### config.mk
export PLATFORM = sky130hd
export DESIGN_NAME = bsc_seq_control
export DESIGN_NICKNAME = d
export VERILOG_FILES = /design/src/rtl/bsc_pkg.sv /design/src/rtl/bsc_alu_decode.sv /design/src/rtl/bsc_seq_control.sv
export SDC_FILE = /design/constraint.sdc
export NUM_CORES = 1
export LEC_CHECK = 0
export ABC_AREA = 1
export CAP_MARGIN = 20
export CORE_UTILIZATION = 43
export DETAILED_ROUTE_END_ITERATION = 10
export GPL_ROUTABILITY_DRIVEN = 0
export MAX_ROUTING_LAYER = met4
export PLACE_DENSITY = 0.81
export SETUP_SLACK_MARGIN = 0.4
export SLEW_MARGIN = 20
export SYNTH_ARGS = -nofsm -noshare
export SYNTH_HDL_FRONTEND = slang
export SYNTH_SLANG_ARGS = --single-unit
### constraint.sdc
create_clock -name clk -period 1.2 [get_ports clk]
set_input_delay 0.24 -clock clk [delete_from_list [all_inputs] [get_ports clk]]
set_output_delay 0.24 -clock clk [all_outputs]
set_load 0.01 [all_outputs]
### src/rtl/bsc_pkg.sv
// Shared opcode, ALU function and state encodings for the bit-serial CPU control sequencer.
package bsc_pkg;

   localparam logic [3:0] OP_ADD     = 4'h0;
   localparam logic [3:0] OP_SUB     = 4'h1;
   localparam logic [3:0] OP_SLLI    = 4'h2;
   localparam logic [3:0] OP_SRLI    = 4'h3;
   localparam logic [3:0] OP_XOR     = 4'h4;
   localparam logic [3:0] OP_AND     = 4'h5;
   localparam logic [3:0] OP_OR      = 4'h6;
   localparam logic [3:0] OP_LOADI   = 4'h7;
   localparam logic [3:0] OP_LOAD    = 4'hD;
   localparam logic [3:0] OP_STORE   = 4'hE;
   localparam logic [3:0] OP_ILLEGAL = 4'hF;

   localparam logic [2:0] ALU_ADD = 3'b000;
   localparam logic [2:0] ALU_SUB = 3'b001;
   localparam logic [2:0] ALU_XOR = 3'b010;
   localparam logic [2:0] ALU_AND = 3'b011;
   localparam logic [2:0] ALU_OR  = 3'b100;
   localparam logic [2:0] ALU_SLL = 3'b101;
   localparam logic [2:0] ALU_SRL = 3'b110;

   typedef enum logic [2:0] {
      ST_IDLE    = 3'd0,
      ST_DECODE  = 3'd1,
      ST_SHIFT   = 3'd2,
      ST_OUTPUT  = 3'd3,
      ST_ILLEGAL = 3'd4
   } state_t;

endpackage

### src/rtl/bsc_alu_decode.sv
// Combinational opcode decoder: ALU function plus instruction class flags.
module bsc_alu_decode
   import bsc_pkg::*;
(
   input  logic [3:0] opcode,
   output logic [2:0] alu_op,
   output logic       is_shift,
   output logic       is_load,
   output logic       is_store,
   output logic       is_illegal
);

   // Unassigned encodings other than 4'hF run as a single ADD pass.
   always_comb begin
      alu_op     = ALU_ADD;
      is_shift   = 1'b0;
      is_load    = 1'b0;
      is_store   = 1'b0;
      is_illegal = 1'b0;
      case (opcode)
         OP_ADD:     alu_op = ALU_ADD;
         OP_SUB:     alu_op = ALU_SUB;
         OP_XOR:     alu_op = ALU_XOR;
         OP_AND:     alu_op = ALU_AND;
         OP_OR:      alu_op = ALU_OR;
         OP_SLLI: begin
            alu_op   = ALU_SLL;
            is_shift = 1'b1;
         end
         OP_SRLI: begin
            alu_op   = ALU_SRL;
            is_shift = 1'b1;
         end
         OP_LOADI,
         OP_LOAD:    is_load    = 1'b1;
         OP_STORE:   is_store   = 1'b1;
         OP_ILLEGAL: is_illegal = 1'b1;
         default:    alu_op     = ALU_ADD;
      endcase
   end

endmodule

### src/rtl/bsc_seq_control.sv
// Control sequencer for the bit-serial CPU: valid/ready instruction intake, internal bit and
// pass counters, multi-pass shifts and illegal-opcode rejection.
module bsc_seq_control
   import bsc_pkg::*;
#(
   parameter  int DATA_W  = 8,
   parameter  int SHAMT_W = $clog2(DATA_W),
   localparam int CNT_W   = $clog2(DATA_W)
) (
   input  logic               clk,
   input  logic               rst,
   input  logic               inst_valid,
   output logic               inst_ready,
   input  logic [3:0]         opcode,
   input  logic [SHAMT_W-1:0] shamt,
   output logic [2:0]         alu_op,
   output logic               alu_start,
   output logic               alu_en,
   output logic               reg_shift_en,
   output logic               acc_write_en,
   output logic               acc_load_en,
   output logic               reg_store_en,
   output logic [CNT_W-1:0]   bit_idx,
   output logic               busy,
   output logic               out_en,
   output logic               done,
   output logic               illegal
);

   localparam logic [CNT_W-1:0] LAST_BIT = CNT_W'(DATA_W - 1);

   state_t             state;
   state_t             state_next;
   logic [CNT_W-1:0]   bit_cnt;
   logic [SHAMT_W-1:0] pass_cnt;
   logic [3:0]         op_q;
   logic [SHAMT_W-1:0] shamt_q;

   logic [2:0] dec_alu_op;
   logic       dec_shift;
   logic       dec_load;
   logic       dec_store;
   logic       dec_illegal;

   bsc_alu_decode u_decode (
      .opcode     (op_q),
      .alu_op     (dec_alu_op),
      .is_shift   (dec_shift),
      .is_load    (dec_load),
      .is_store   (dec_store),
      .is_illegal (dec_illegal)
   );

   // Each pass ends on the last bit; the pass counter is loaded in DECODE so SHIFT starts at bit 0.
   always_ff @(posedge clk) begin
      if (rst) begin
         state    <= ST_IDLE;
         bit_cnt  <= '0;
         pass_cnt <= '0;
         op_q     <= '0;
         shamt_q  <= '0;
      end else begin
         state <= state_next;
         if (state == ST_IDLE && inst_valid) begin
            op_q    <= opcode;
            shamt_q <= shamt;
         end
         case (state)
            ST_DECODE: begin
               bit_cnt  <= '0;
               pass_cnt <= dec_shift ? shamt_q : SHAMT_W'(1);
            end
            ST_SHIFT: begin
               if (bit_cnt == LAST_BIT) begin
                  bit_cnt  <= '0;
                  pass_cnt <= pass_cnt - SHAMT_W'(1);
               end else begin
                  bit_cnt <= bit_cnt + CNT_W'(1);
               end
            end
            default: ;
         endcase
      end
   end

   always_comb begin
      state_next = state;
      case (state)
         ST_IDLE: begin
            if (inst_valid)
               state_next = (opcode == OP_ILLEGAL) ? ST_ILLEGAL : ST_DECODE;
         end
         ST_DECODE: begin
            if (dec_load || dec_store || (dec_shift && shamt_q == '0))
               state_next = ST_OUTPUT;
            else
               state_next = ST_SHIFT;
         end
         ST_SHIFT: begin
            if (bit_cnt == LAST_BIT && pass_cnt == SHAMT_W'(1))
               state_next = ST_OUTPUT;
         end
         ST_OUTPUT:  state_next = ST_IDLE;
         ST_ILLEGAL: state_next = ST_IDLE;
         default:    state_next = ST_IDLE;
      endcase
   end

   // Outputs are pure state decode, forced low for as long as reset is held.
   always_comb begin
      inst_ready   = 1'b0;
      alu_op       = '0;
      alu_start    = 1'b0;
      alu_en       = 1'b0;
      reg_shift_en = 1'b0;
      acc_write_en = 1'b0;
      acc_load_en  = 1'b0;
      reg_store_en = 1'b0;
      bit_idx      = '0;
      busy         = 1'b0;
      out_en       = 1'b0;
      done         = 1'b0;
      illegal      = 1'b0;
      if (!rst) begin
         busy    = (state != ST_IDLE);
         bit_idx = bit_cnt;
         case (state)
            ST_IDLE: inst_ready = 1'b1;
            ST_DECODE: begin
               alu_op       = dec_alu_op;
               acc_load_en  = dec_load;
               reg_store_en = dec_store;
            end
            ST_SHIFT: begin
               alu_op       = dec_alu_op;
               alu_en       = 1'b1;
               reg_shift_en = 1'b1;
               acc_write_en = 1'b1;
               alu_start    = (bit_cnt == '0);
            end
            ST_OUTPUT: begin
               out_en = 1'b1;
               done   = 1'b1;
            end
            ST_ILLEGAL: illegal = dec_illegal;
            default: ;
         endcase
      end
   end

endmodule
# [Yosys cells after proc, flatten, opt, wreduce, memory -nomap -nowiden]
# Index checks and enable logic that the tools add are counted.
[totals] ff_bits=16 inputBits=10 output_inout_bits=17 elab_cells=75
[classes] add_sub_neg=2 n_eq_ne=20 mux=33 reduce_logical=15
[op_table] operator="two-way mux 3 bit" count=9
[op_table] operator="two-way mux 1 bit" count=20
[op_table] operator="one-hot mux 3 bit (6 select lines)" count=1
[op_table] operator="== test 4 x 3 -> 1 bit, second input constant" count=4
[op_table] operator="== test 4 bit, second input constant" count=4
[op_table] operator="one-hot mux 3 bit (2 select lines)" count=2
[op_table] operator="logical NOT 3 bit" count=3
[op_table] operator="one-hot mux 3 bit (3 select lines)" count=1
[op_table] operator="== test 4 x 2 -> 1 bit, second input constant" count=2
[op_table] operator="== test 3 x 1 -> 1 bit, second input constant" count=2
[op_table] operator="== test 3 x 2 -> 1 bit, second input constant" count=2
[op_table] operator="== test 3 bit, second input constant" count=2
[op_table] operator="!= test 2 bit, second input constant" count=3
[op_table] operator="OR reduction 2 bit" count=3
[op_table] operator="== test 4 x 1 -> 1 bit, second input constant" count=1
[op_table] operator="AND reduction 2 bit" count=2
[op_table] operator="adder 3 x 1 -> 3 bit, second input constant" count=1
[op_table] operator="logical AND 1 bit" count=3
[op_table] operator="nonzero test 3 bit" count=1
[op_table] operator="subtractor 3 x 1 -> 3 bit, second input constant" count=1
[op_table] operator="logical OR 1 bit" count=2
[op_table] operator="nonzero test 2 bit" count=1

# [Longest topological paths before layout]
[logic_depth] depth_word=7 mapped_depth=8 depth_no_buf=8

# [Cells and area by module]
# From an unflattened synthesis, not the netlist that was laid out.
[unflattened] hier_cells=174 area_unflattened_um2=1042.2
[modules_own_cells] mod="bsc_seq_control" instances=1 cells_per_inst=148 area_per_inst_um2=938.4 seq_area_each_um2=320.3
[modules_own_cells] mod="bsc_alu_decode" instances=1 cells_per_inst=26 area_per_inst_um2=103.8 seq_area_each_um2=0.0

# [Worst setup path after synthesis]
# Ideal clock, no wire load.
[synth_path] path_kind="register to output" startpoint="register state[0]" endpoint="output out_en" arrival_ns=1.148 required_ns=0.960 path_slack_ns=-0.188 path_stages_with_launch=4 path_buffers=1 path_cell_list="dfxtp_1 -> inv_1 -> nor4_1 -> buf_4"
[synth_between] elab_chain_len=3
[synth_lines] element="from (decl)" line_no="bsc_seq_control.sv:32" text="state_t state;"
[synth_lines] element="from (signal assigned)" line_no="bsc_seq_control.sv:63" text="state <= state_next;"
[synth_lines] element="== test 3 x 2 -> 1 bit"
[synth_lines] element="two-way mux 1 bit (2 in series)"
[synth_lines] element="to (decl)" line_no="bsc_seq_control.sv:25" text="output logic out_en,"
# Every way passes these cells.

# [Final worst setup path]
[layout_path] startpoint="register state[0]" endpoint="output alu_start"
[layout_between] elab_chain_len=3
[layout_lines] element="== test 3 x 2 -> 1 bit" line_no="bsc_seq_control.sv:127" text="case (state)"
[layout_lines] element="two-way mux 1 bit" line_no="bsc_seq_control.sv:127"
[layout_lines] element="two-way mux 1 bit" line_no="bsc_seq_control.sv:124" text="if (!rst) begin"
[layout_lines] element="to (decl)" line_no="bsc_seq_control.sv:17" text="output logic alu_start,"
# Every way passes these cells.

==> flow_metrics.env <==
export IMPL_power_frac_seq_pct=28.0
export IMPL_layout_common_cells="buf_4, buf_6, nand2_1"
export IMPL_grt_pass1_vias=1304
export IMPL_fin_skew_ns=0.00410
export IMPL_yosysTopAreaCell="dfxtp_1"
export IMPL_ys_ff_latch=16
export IMPL_grt_ovfl_total=0
export IMPL_cts_root_buf="clkbuf_4"
export IMPL_rsz0062_at_grt="true"
export IMPL_core_area_um2=2230
export IMPL_fin_ws_ns=-0.436
export IMPL_tns_ns=-7.66
export IMPL_htree_levels=1
export IMPL_synth_cells=150
export IMPL_netlist_area_um2=1030
export IMPL_grt_util_met3_pct=3.57
export IMPL_worst_pin_slew_ns=0.290
export IMPL_clock_latency_ns=0.31
export IMPL_synth_area_leaders="dfxtp_1, nand2_1, inv_1"
export IMPL_synth_main_ff_cell="dfxtp_1"
export IMPL_fin_area_um2=1960
export IMPL_cts_made_buffers=3
export IMPL_globalRouteMet1Util_pct=35.5
export IMPL_wl_mm=4.37
export IMPL_synth_top_area_share_pct=31.2
export IMPL_clkTransAtPathRegs_ns=0.11
export IMPL_die_w_um=50.8
export IMPL_setup_viol=31
export IMPL_finish_net_count=236
export IMPL_wl_per_cell_um=17.6
export IMPL_max_freq_ghz=0.611
export IMPL_pin_count=27
export IMPL_p_comb_share_pct=57.6
export IMPL_grt_util_met2_pct=59.1
export IMPL_hold_path_class="flop to flop"
export IMPL_maxCapViolations=0
export IMPL_routed_via_count=1370
export IMPL_async_flop_share_pct=0
export IMPL_pwr_share_clk_pct=14.4
export IMPL_ys_warn_count=0
export IMPL_final_common_cell="buf_4"
export IMPL_status="finished, violations left"
export IMPL_regToRegSetupSlack_ns=-0.25
export IMPL_antenna_found_initial=0
export IMPL_start_util_pct=45.9
export IMPL_grt_busiest_layer="met2"
export IMPL_worstSetupEndpointType="primary output"
export IMPL_grt_usage_pct=32.5
export IMPL_critical_path_arrival_ns=1.40
export IMPL_cp_required_ns=0.96
export IMPL_sw_frac_of_total_pct=42.9
export IMPL_cts_sinks=16
export IMPL_drt_initial_drc_count=70
export IMPL_area_growth_pct=90.7
export IMPL_ys_seq_area_share_pct=31.2
export IMPL_powerDensity_nw_per_um2=1400
export IMPL_vias_per_cell=5.52
export IMPL_power_switching_mw=1.18
export IMPL_syn_avg_cell_area_um2=6.84
export IMPL_ctsHoldBuffers=0
export IMPL_hold_viol=0
export IMPL_drt_pre_antenna_iters=4
export IMPL_grt_max_degree=15
export IMPL_port_buffers=26
export IMPL_p_leak_nw=0.881
export IMPL_path_max_fanout=3
export IMPL_path_class="flop to primary output"
export IMPL_ir_drop_mv=1.03
export IMPL_place_ws_ns=-0.752
export IMPL_synthesis_nets=165
export IMPL_dp_hpwl_mm=2.24
export IMPL_synth_edff_count=0
export IMPL_ys_types=28
export IMPL_violations="setup timing"
export IMPL_cts_tree="built"
export IMPL_drive_gt1_share_pct=64.5
export IMPL_fin_crit_ns=1.64
export IMPL_clk_path_buf_depth=2
export IMPL_drc=0
export IMPL_internal_power_mw=1.57
export IMPL_cp_start_kind="flop"
export IMPL_slew_headroom_pct=80.6
export IMPL_ant_nets=0
export IMPL_grt_pass1_wl_mm=5.94
export IMPL_placed_area_um2=1660
export IMPL_die_y_um=50.8
export IMPL_die_area_um2=2590
export IMPL_finalMaxSlewViolations=0
export IMPL_post_route_period_util_pct=136
export IMPL_num_rows=17
export IMPL_diodes=0
flip-flops by register name (all words and copies together), names as in the netlist:
signal,cells
pass_cnt,3
bit_cnt,3
shamt_q,3
state,3
op_q,4
cell families after synthesis:
kind of cell,count (synthesis),share of synthesized area (%)
buffers and inverters,33,14.4
AND/OR/NAND/NOR,68,30.7
XOR/XNOR,1,0.854
AO/OA/AOI/OAI,27,16.7
adder cells (fa/ha/maj),5,6.10
flip-flops,16,31.2
worst max-delay path: stages (launching register included):
cell     delay [ns]
dfxtp_4        0.39
inv_4          0.07
nand3_4        0.09
buf_6          0.13
nor2_4         0.09
inv_2          0.06
nor2_2         0.10
buf_2          0.15
layer usage:
layer / wire length (um) / part of all wire, %
met5: 0 / 0
met2: 2170 / 50
met3: 281 / 6.4
met1: 1660 / 38
met4: 259 / 5.9
stage by stage:
step	hold WS [ns]	power, mW	util (%)	instances
6_report	0.476	2.75	87.6	248
3_5_place_dp	0.464	1.84	74.3	232
4_1_cts	0.455	2.42	81.8	240
2_1_floorplan	0.402	1.36	-	150
5_1_grt	0.496	2.87	87.6	248
3_3_place_gp	0.448	1.78	74.3	232
layout make-up:
type / count / area, um2
Clock buffer: 4 / 36.3
Fill cell: 107 / 277
Inverter: 27 / 124
Multi-Input combinational cell: 101 / 807
Sequential cell: 16 / 348
Tap cell: 28 / 35.0
Timing Repair Buffer: 72 / 607
cell usage after synthesis, types with 3 or more instances:
library cell  number
buf_4              3
dfxtp_1           16
nand3_1            9
a21oi_1           11
o21ai_0            8
inv_1             21
nand2_1           28
ha_1               5
inv_2              6
nor2_1            21
final timing paths:
path | start | to | cells after the start
max | state[0]$_SDFFE_PP0P_ | alu_start | 7
min | shamt_q[2]$_SDFFE_PP0P_ | shamt_q[2]$_SDFFE_PP0P_ | 2
max reg2reg | state[0]$_SDFFE_PP0P_ | pass_cnt[1]$_SDFFE_PP0P_ | 9
min reg2reg | shamt_q[2]$_SDFFE_PP0P_ | shamt_q[2]$_SDFFE_PP0P_ | 2
power groups by stage:
stage	Clock, mW	Combinational (mW)	Sequential (mW)
floorplan	0	0.633	0.724
global placement	0	1.05	0.727
detailed placement	0	1.10	0.735
CTS	0.378	1.30	0.743
global route	0.417	1.67	0.775
finish	0.397	1.58	0.768
what timing repair did:
action / CTS / global route
endpoints found under the setup margin: 33 / 33
gates resized for setup: 117 / 23
setup buffers: 4 / 8
cloned: 0 / 0
pin swaps: 15 / 8
Power figures use the tool's default switching activity.
